<file path="config.mk">
export PLATFORM = sky130hd
export DESIGN_NAME = vreg_port_sched
export DESIGN_NICKNAME = d
export VERILOG_FILES = /design/src/rtl/vreg_pkg.sv /design/src/rtl/vreg_rr_arb2.sv /design/src/rtl/vreg_port_sched.sv
export SDC_FILE = /design/constraint.sdc
export NUM_CORES = 1
export LEC_CHECK = 0
export ABC_AREA = 1
export CAP_MARGIN = 20
export CORE_AREA = 2 2 706 708
export CTS_BUF_LIST = sky130_fd_sc_hd__clkbuf_16
export DETAILED_ROUTE_END_ITERATION = 12
export DIE_AREA = 0 0 708 710
export GPL_ROUTABILITY_DRIVEN = 0
export PLACE_DENSITY_LB_ADDON = 0.05
export SLEW_MARGIN = 10
export SYNTH_ARGS = -nofsm -noshare
export SYNTH_HDL_FRONTEND = slang
export SYNTH_HIERARCHICAL = 1
export SYNTH_SLANG_ARGS = --single-unit
</file>
<file path="constraint.sdc">
create_clock -name clk -period 3.1 [get_ports clk]
set_input_delay 0.93 -clock clk [delete_from_list [all_inputs] [get_ports clk]]
set_output_delay 0.93 -clock clk [all_outputs]
set_load 0.05 [all_outputs]
</file>
<file path="src/rtl/vreg_pkg.sv">
// rtl/vreg_pkg.sv - shared widths and FSM state type for the vector register port scheduler
package vreg_pkg;

    localparam int ADDR_W_DEF = 3;
    localparam int DATA_W_DEF = 256;

    typedef enum logic [1:0] {
        S_IDLE,
        S_RUN,
        S_DRAIN
    } state_t;

endpackage

</file>
<file path="src/rtl/vreg_rr_arb2.sv">
// rtl/vreg_rr_arb2.sv - two-way round-robin arbiter, pointer advances only on a grant
module vreg_rr_arb2 (
    input  logic       clk,
    input  logic       rst,
    input  logic [1:0] i_valid,
    output logic [1:0] o_grant
);

    // Set when requester 1 was granted last, so requester 0 wins the next tie.
    logic r_last;

    always_comb begin
        o_grant = 2'b00;
        case (i_valid)
            2'b01:   o_grant = 2'b01;
            2'b10:   o_grant = 2'b10;
            2'b11:   o_grant = r_last ? 2'b01 : 2'b10;
            default: o_grant = 2'b00;
        endcase
    end

    always_ff @(posedge clk) begin
        if (rst) begin
            r_last <= 1'b1;
        end else if (|o_grant) begin
            r_last <= o_grant[1];
        end
    end

endmodule

</file>
<file path="src/rtl/vreg_port_sched.sv">
// rtl/vreg_port_sched.sv - vector regfile port scheduler; VREG_BYPASS_EN selects hazard forwarding instead of read stall
module vreg_port_sched
    import vreg_pkg::*;
#(
    parameter int ADDR_W = ADDR_W_DEF,
    parameter int DATA_W = DATA_W_DEF
) (
    input  logic              clk,
    input  logic              Vreset,
    input  logic              start,
    input  logic              finish,
    output logic              busy,
    output logic              done,
    input  logic              wr0_valid,
    output logic              wr0_ready,
    input  logic [ADDR_W-1:0] wr0_addr,
    input  logic [DATA_W-1:0] wr0_data,
    input  logic              wr1_valid,
    output logic              wr1_ready,
    input  logic [ADDR_W-1:0] wr1_addr,
    input  logic [DATA_W-1:0] wr1_data,
    input  logic              rd_valid,
    output logic              rd_ready,
    input  logic [ADDR_W-1:0] rd_addr_a,
    input  logic [ADDR_W-1:0] rd_addr_b,
    output logic              rd_resp_valid,
    output logic [DATA_W-1:0] rd_data_a,
    output logic [DATA_W-1:0] rd_data_b,
    output logic [ADDR_W-1:0] VreadA,
    output logic [ADDR_W-1:0] VreadB,
    output logic [ADDR_W-1:0] VwrAddr,
    output logic [DATA_W-1:0] Vwrdata,
    output logic              VwrEn,
    output logic              Vstart,
    input  logic [DATA_W-1:0] Va,
    input  logic [DATA_W-1:0] Vb
);

    state_t r_state;
    logic   r_busy;
    logic   r_done;
    logic   r_resp_valid;

    logic [1:0] w_req;
    logic [1:0] w_grant;
    logic       w_fire;
    logic       w_run;
    logic       w_hit_a;
    logic       w_hit_b;
    logic       w_rd_fire;

    // Writes are only offered to the arbiter while the write window is open.
    assign w_req = {wr1_valid, wr0_valid} & {2{r_busy}};

    vreg_rr_arb2 u_arb (
        .clk     (clk),
        .rst     (Vreset),
        .i_valid (w_req),
        .o_grant (w_grant)
    );

    assign wr0_ready = w_grant[0];
    assign wr1_ready = w_grant[1];
    assign w_fire    = |w_grant;
    assign VwrEn     = w_fire;
    assign VwrAddr   = w_grant[0] ? wr0_addr : (w_grant[1] ? wr1_addr : '0);
    assign Vwrdata   = w_grant[0] ? wr0_data : (w_grant[1] ? wr1_data : '0);

    assign VreadA = rd_addr_a;
    assign VreadB = rd_addr_b;

    assign w_run   = (r_state == S_RUN);
    assign w_hit_a = w_fire && (VwrAddr == rd_addr_a);
    assign w_hit_b = w_fire && (VwrAddr == rd_addr_b);

`ifdef VREG_BYPASS_EN
    assign rd_ready = w_run;
`else
    assign rd_ready = w_run && !(rd_valid && (w_hit_a || w_hit_b));
`endif

    assign w_rd_fire = rd_valid && rd_ready;

    always_ff @(posedge clk) begin
        if (Vreset) begin
            r_state <= S_IDLE;
            r_busy  <= 1'b0;
            r_done  <= 1'b0;
        end else begin
            r_done <= 1'b0;
            case (r_state)
                S_IDLE: begin
                    if (start) begin
                        r_state <= S_RUN;
                        r_busy  <= 1'b1;
                    end
                end
                S_RUN: begin
                    if (finish) begin
                        r_state <= S_DRAIN;
                    end
                end
                S_DRAIN: begin
                    if (!wr0_valid && !wr1_valid) begin
                        r_state <= S_IDLE;
                        r_busy  <= 1'b0;
                        r_done  <= 1'b1;
                    end
                end
                default: begin
                    r_state <= S_IDLE;
                    r_busy  <= 1'b0;
                end
            endcase
        end
    end

    assign busy   = r_busy;
    assign Vstart = r_busy;
    assign done   = r_done;

    always_ff @(posedge clk) begin
        if (Vreset) begin
            r_resp_valid <= 1'b0;
        end else begin
            r_resp_valid <= w_rd_fire;
        end
    end

    assign rd_resp_valid = r_resp_valid;

`ifdef VREG_BYPASS_EN
    logic              r_byp_a;
    logic              r_byp_b;
    logic [DATA_W-1:0] r_byp_data;

    // The regfile returns the pre-write value on a same-cycle hit, so forward the write data.
    always_ff @(posedge clk) begin
        if (Vreset) begin
            r_byp_a    <= 1'b0;
            r_byp_b    <= 1'b0;
            r_byp_data <= '0;
        end else begin
            r_byp_a    <= w_rd_fire && w_hit_a;
            r_byp_b    <= w_rd_fire && w_hit_b;
            r_byp_data <= Vwrdata;
        end
    end

    assign rd_data_a = r_resp_valid ? (r_byp_a ? r_byp_data : Va) : '0;
    assign rd_data_b = r_resp_valid ? (r_byp_b ? r_byp_data : Vb) : '0;
`else
    assign rd_data_a = r_resp_valid ? Va : '0;
    assign rd_data_b = r_resp_valid ? Vb : '0;
`endif

endmodule

</file>
[Yosys cells after proc, flatten, opt, wreduce, memory -nomap -nowiden]
Index checks and enable logic that the tools add are counted.
W data, S select, Z words.
Operators by class
  equality and inequality tests: 10
  mux-type cells: 16
  bitwise gates (word level): 3
  reductions and logical operators: 15
Operator list (count)
  $mux W256: 4
  $pmux W2 S3: 2
  $mux W2: 4
  $eq A2 B2 Y1 const B: 3
  $eq A3 B3 Y1: 2
  $logic_and A1 B1 Y1: 6
  $mux W3: 2
  $ne A2 B2 Y1 const B: 3
  $reduce_and A3 Y1: 2
  $eq A2 B1 Y1 const B: 2
  $reduce_or A2 Y1: 2
  $logic_not A1 Y1: 3
  $mux W1: 3
  $pmux W1 S3: 1
  $and A2 B2 Y2: 1
  $logic_not A2 Y1: 1
  $not A1 Y1: 2
  $logic_or A1 B1 Y1: 1
Word-level totals
  bits in registers: 6
  input bits: 1043
  word-level logic and storage cells: 49

[Depth between registers and ports, before layout]
  depth after elaboration: 12
  mapped depth: 16
  depth with buffers taken out: 15

[Modules after synthesis]
The synthesis kept the hierarchy.
Modules (own cells, without submodules)
  vreg_port_sched: instances 1, cells each 2028, area each 8251.7 sq um
  vreg_rr_arb2: instances 1, cells each 10, area each 56.3 sq um

[Least setup slack after synthesis]
No wires, ideal clock.
  path kind: input-to-output
  start: input port wr0_valid
  end: output port rd_ready
  arrival time: 3.374 ns
  required time: 2.170 ns
  path slack: -1.204 ns
  stages: 14
  path through: nand2_1 inv_1 inv_1 a21oi_1 inv_2 nand3_1 nand2_1 nand2_1 nand2_1 nand3_1 nand2_1 nand2_1 nand2_1 inv_1
On the way
  elaborated cells between the ends (all ways): 16
  classes of those cells: eq/ne: 5; mux: 3; bitwise: 1; reduce/logical: 7
RTL lines
  start: declaration: line vreg_port_sched.sv:14  | input logic wr0_valid,
  $and A2 B2 Y2 (*): line vreg_port_sched.sv:53  | assign w_req = {wr1_valid, wr0_valid} & {2{r_busy}};
  via w_req[0]: line vreg_port_sched.sv:44  | logic [1:0] w_req;
  $eq A2 B2 Y1 / $eq A2 B1 Y1 (equally long branches): line vreg_rr_arb2.sv:14  | case (i_valid)
  $pmux W2 S3 (*): line vreg_rr_arb2.sv:14
  via wr0_ready: line vreg_port_sched.sv:15  | output logic wr0_ready,
  $mux W3 (*): line vreg_port_sched.sv:66  | assign VwrAddr = w_grant[0] ? wr0_addr : (w_grant[1] ? wr1_addr : '0);
  via VwrAddr[1]: line vreg_port_sched.sv:31  | output logic [ADDR_W-1:0] VwrAddr,
  $eq A3 B3 Y1 (on tied branches): line vreg_port_sched.sv:73, vreg_port_sched.sv:74
  $logic_and A1 B1 Y1 (on tied branches): line vreg_port_sched.sv:73, vreg_port_sched.sv:74
  $logic_or A1 B1 Y1 (*): line vreg_port_sched.sv:79  | assign rd_ready = w_run && !(rd_valid && (w_hit_a || w_hit_b));
  $logic_and A1 B1 Y1 (*): line vreg_port_sched.sv:79
  $logic_not A1 Y1 (*): line vreg_port_sched.sv:79
  $logic_and A1 B1 Y1 (*): line vreg_port_sched.sv:79
  end: declaration: line vreg_port_sched.sv:23  | output logic rd_ready,
Mark *: on every way through the listed nets, which the timed path passes. The rest lies on a longest branch.

[Worst setup path in the final report]
  start: input port wr0_valid
  end: output port Vwrdata[108]
On the way
  cells in the longest elaborated chain, start to end: 5
  elaborated cells between the ends (all ways): 7
  classes of those cells: eq/ne: 3; mux: 3; bitwise: 1
Ends and longest elaborated chain
  $and A2 B2 Y2 (*): line vreg_port_sched.sv:53
  via w_req[0]: line vreg_port_sched.sv:44
  $eq A2 B2 Y1 / $eq A2 B1 Y1 (equally long branches): line vreg_rr_arb2.sv:14
  $pmux W2 S3 (*): line vreg_rr_arb2.sv:14
  $mux W256: line vreg_port_sched.sv:67  | assign Vwrdata = w_grant[0] ? wr0_data : (w_grant[1] ? wr1_data : '0);
  $mux W256 (*): line vreg_port_sched.sv:67
  end: declaration: line vreg_port_sched.sv:32  | output logic [DATA_W-1:0] Vwrdata,
Marks and branches as above.

==> flow_metrics.py <==
metrics = {
    "status": {
        "outcome": "finished with violations",
        "violations": "setup timing",
    },
    "global_routing": {
        "antenna_found_initial": 262,
        "grt.total_usage_pct": 12.28,
        "overflow": 0,
        "grt_pass1_wl_um": 375100,
        "first_global_vias": 22860,
        "grt_max_degree": 48,
    },
    "logic_synthesis": {
        "synthTopCellsByCount": "1,061 x nand2_1, 533 x inv_1, 270 x nand3_1",
        "avgSynthCellArea_um2": 4.077,
        "async_flop_share_pct": 0,
        "yosysMostFrequentCell": "nand2_1",
        "netlist_area_um2": 8308,
        "synth.yosys.seq_area_share_pct": 1.446,
        "yosysUniqueCellTypes": 15,
        "synth_flop_cell": "dfxtp_1",
        "yosys-top-cells-area": "nand2_1 48%, inv_1 24%, nand3_1 16%, buf_2 8.0%, dfxtp_1 1.4%",
        "synth_nets": 3081,
        "synth_edf_count": 0,
        "synth_top_area_share_pct": 47.94,
        "yosysWarnings": 6,
        "synth-seq-cells": 6,
        "synthCells": 2038,
        "yosysTopAreaCell": "nand2_1",
    },
    "route": {
        "routed_via_density": 2.034,
        "drtAntennaViolNets": 0,
        "drc_errors": 0,
        "drt-pass1-iter-count": 5,
        "drt_iter0_drc": 946,
        "vias": 21380,
        "wl_um": 323600,
        "wire_per_inst_um": 30.79,
    },
    "worst_setup_path": {
        "required_ps": 2170,
        "cp-start-kind": "input pin",
        "r2r_end": "rd_resp_valid",
        "worstSetupPathType": "in2out",
        "r2r_cells": 16,
        "cp_max_fo": 12,
        "critPathLaunch": "wr0_valid",
        "rrSetupSlack_ps": 1090,
        "crit_path_end_kind": "primary output",
        "crit_end": "Vwrdata[108]",
        "rr_startpoint": "Vstart",
        "arrival_ps": 2600,
    },
    "clock_network": {
        "clk_pin_slew_ps": 50,
        "cts_tree": "built",
        "htree_levels": 1,
        "clk_latency_ps": 260,
        "root_buffer": "clkbuf_16",
        "cts-hold-fix-buffers": 0,
        "numCtsBuffers": 3,
        "clock-sinks": 6,
        "clockBufferDepth": 2,
    },
    "layout": {
        "multi_input_area_um2": 8633,
        "nNetsFinal": 4974,
        "area_growth_pct": 479.9,
        "seq_area_um2": 123.9,
        "fillerInstances": 57240,
        "fin_area_um2": 48180,
        "layout-drive-gt1-share_pct": 37.96,
    },
    "timing": {
        "rsz0062_at_grt": "yes",
        "worst-slew-pin-transition_ps": 553.9,
        "setup_violations": 262,
        "slew_headroom_pct": 62.95,
        "skew_ps": 15.19,
        "post-route-period-util_pct": 113.9,
        "min_period_ps": 3530,
        "fin_tns_setup_ps": -89260,
        "postLayoutSetupSlackWorst_ps": -430.2,
        "fmax_mhz": 283.3,
        "drv_slew": 0,
        "hold_viol_final": 0,
    },
    "power_and_ir_drop": {
        "total_leakage_power_nw": 20.27,
        "ir_drop_v": 0.0002419,
        "comb_power_share_pct": 97.5,
        "power.internal_mw": 6.618,
        "power_density_nw_per_um2": 320.9,
        "power.switching_mw": 8.843,
        "clock_power_share_pct": 1.7,
        "switching_share_pct": 57.19,
        "seqPwrFrac_pct": 0.8,
    },
    "floorplanning": {
        "coreArea_um2": 495500,
        "top_level_ports": 1828,
        "fp-row-count": 259,
        "start_util_pct": 1.677,
        "die_h_um": 710,
        "die-area_um2": 502700,
        "die-width_um": 708,
    },
    "place": {
        "dpl_cell_area_um2": 44580,
        "io_buffers": 1827,
        "place_ws_ps": -1354,
        "post-dp-hpwl_um": 297000,
    },
    "run": {
        "drv_cap": 0,
    },
    "hold_path": {
        "hp-class": "reg2reg",
    },
}
[stage by stage]
| stage | std cells | total power [mW] | hold WS, ps | utilization [%] |
|---|---|---|---|---|
| after floorplan | 2038 | 5.749 | 420.2 | - |
| after global placement | 10380 | 14.29 | 458.3 | 8.997 |
| after detailed placement | 10380 | 14.20 | 445.1 | 8.997 |
| after CTS | 10440 | 15.80 | 434.3 | 9.524 |
| after global routing | 10470 | 16.21 | 456.2 | 9.701 |
| final | 10510 | 15.46 | 443.0 | 9.724 |
[cell type report]
class | count | area share (%)
repair buffers | 2037 | 60.18
multi-input cells | 1349 | 17.92
well taps | 6525 | 16.94
inverters | 534 | 4.249
diodes | 55 | 0.2857
flip-flops and latches | 6 | 0.2571
clock buffers | 3 | 0.1558
clock inverters | 1 | 0.007791
[what timing repair did]
item,CTS,global route
gates cloned,29,4
buffers inserted,31,8
setup endpoints to repair,264,264
pin swaps,24,18
resized for setup,345,157
[critical path, stage by stage]
cell       delay [ps]
buf_12             90
nand2_4            50
inv_4              70
inv_6              40
a21oi_4           170
buf_12            170
clkinv_16          80
buf_12            150
buf_16            160
buf_6             140
buf_16            160
nand3_2            90
nand2_4            70
buf_12            160
[worst min-delay path by stage]
stage / from / end / slack [ps] / depth (start not counted)
after global placement: r_state[0] / done / 460 / 1
after floorplan: r_state[0] / done / 420 / 1
final: r_state[0] / done / 440 / 1
after detailed placement: r_state[0] / done / 450 / 1
after CTS: r_state[0] / done / 430 / 1
after global routing: r_state[0] / done / 460 / 1
[cells in the final DEF, fill, tap and decap left out, types with 2 or more instances in the layout]
cell type	count
diode_2	55
nand2_1	762
nand2_4	250
clkbuf_16	6
buf_12	784
nand2_2	45
buf_16	38
inv_6	2
nand2_8	5
clkdlybuf4s50_1	1044
a21oi_1	3
nand3_1	84
nand3b_1	3
nor2_2	2
dfxtp_1	5
buf_6	44
nor2_1	5
inv_1	529
nand3_2	161
buf_8	37
nand3_4	25
buf_4	86
[power by group through the flow]
stage | sequential, mW | clock, mW | combinational [mW]
5_1_grt | 0.136 | 0.277 | 15.8
3_5_place_dp | 0.136 | 0 | 14.1
6_report | 0.130 | 0.258 | 15.1
2_1_floorplan | 0.128 | 0 | 5.62
4_1_cts | 0.135 | 0.278 | 15.4
3_3_place_gp | 0.136 | 0 | 14.2
[state kept, by name, summed over array words and instances (netlist names)]
| name | cells |
|---|---|
| r_state | 2 |
| Vstart | 1 |
| done | 1 |
| rd_resp_valid | 1 |
| u_arb/r_last | 1 |
[logic make-up after synthesis]
family	after synthesis	share of synthesized area, %
flops	6	1.446
compound gates	6	0.4216
simple gates	1342	64.86
buf+inv	684	33.27
[metal layers]
| metal | up-vias | track usage [%] | wire length [um] |
|---|---|---|---|
| li1 | 9627 | - | - |
| met1 | 9995 | 9.965 | 91510 |
| met2 | 1165 | 26.70 | 193500 |
| met3 | 427 | 5.592 | 32040 |
| met4 | 168 | 1.184 | 5436 |
| met5 | - | 0 | 1107 |
Power figures use the tool's default switching activity.
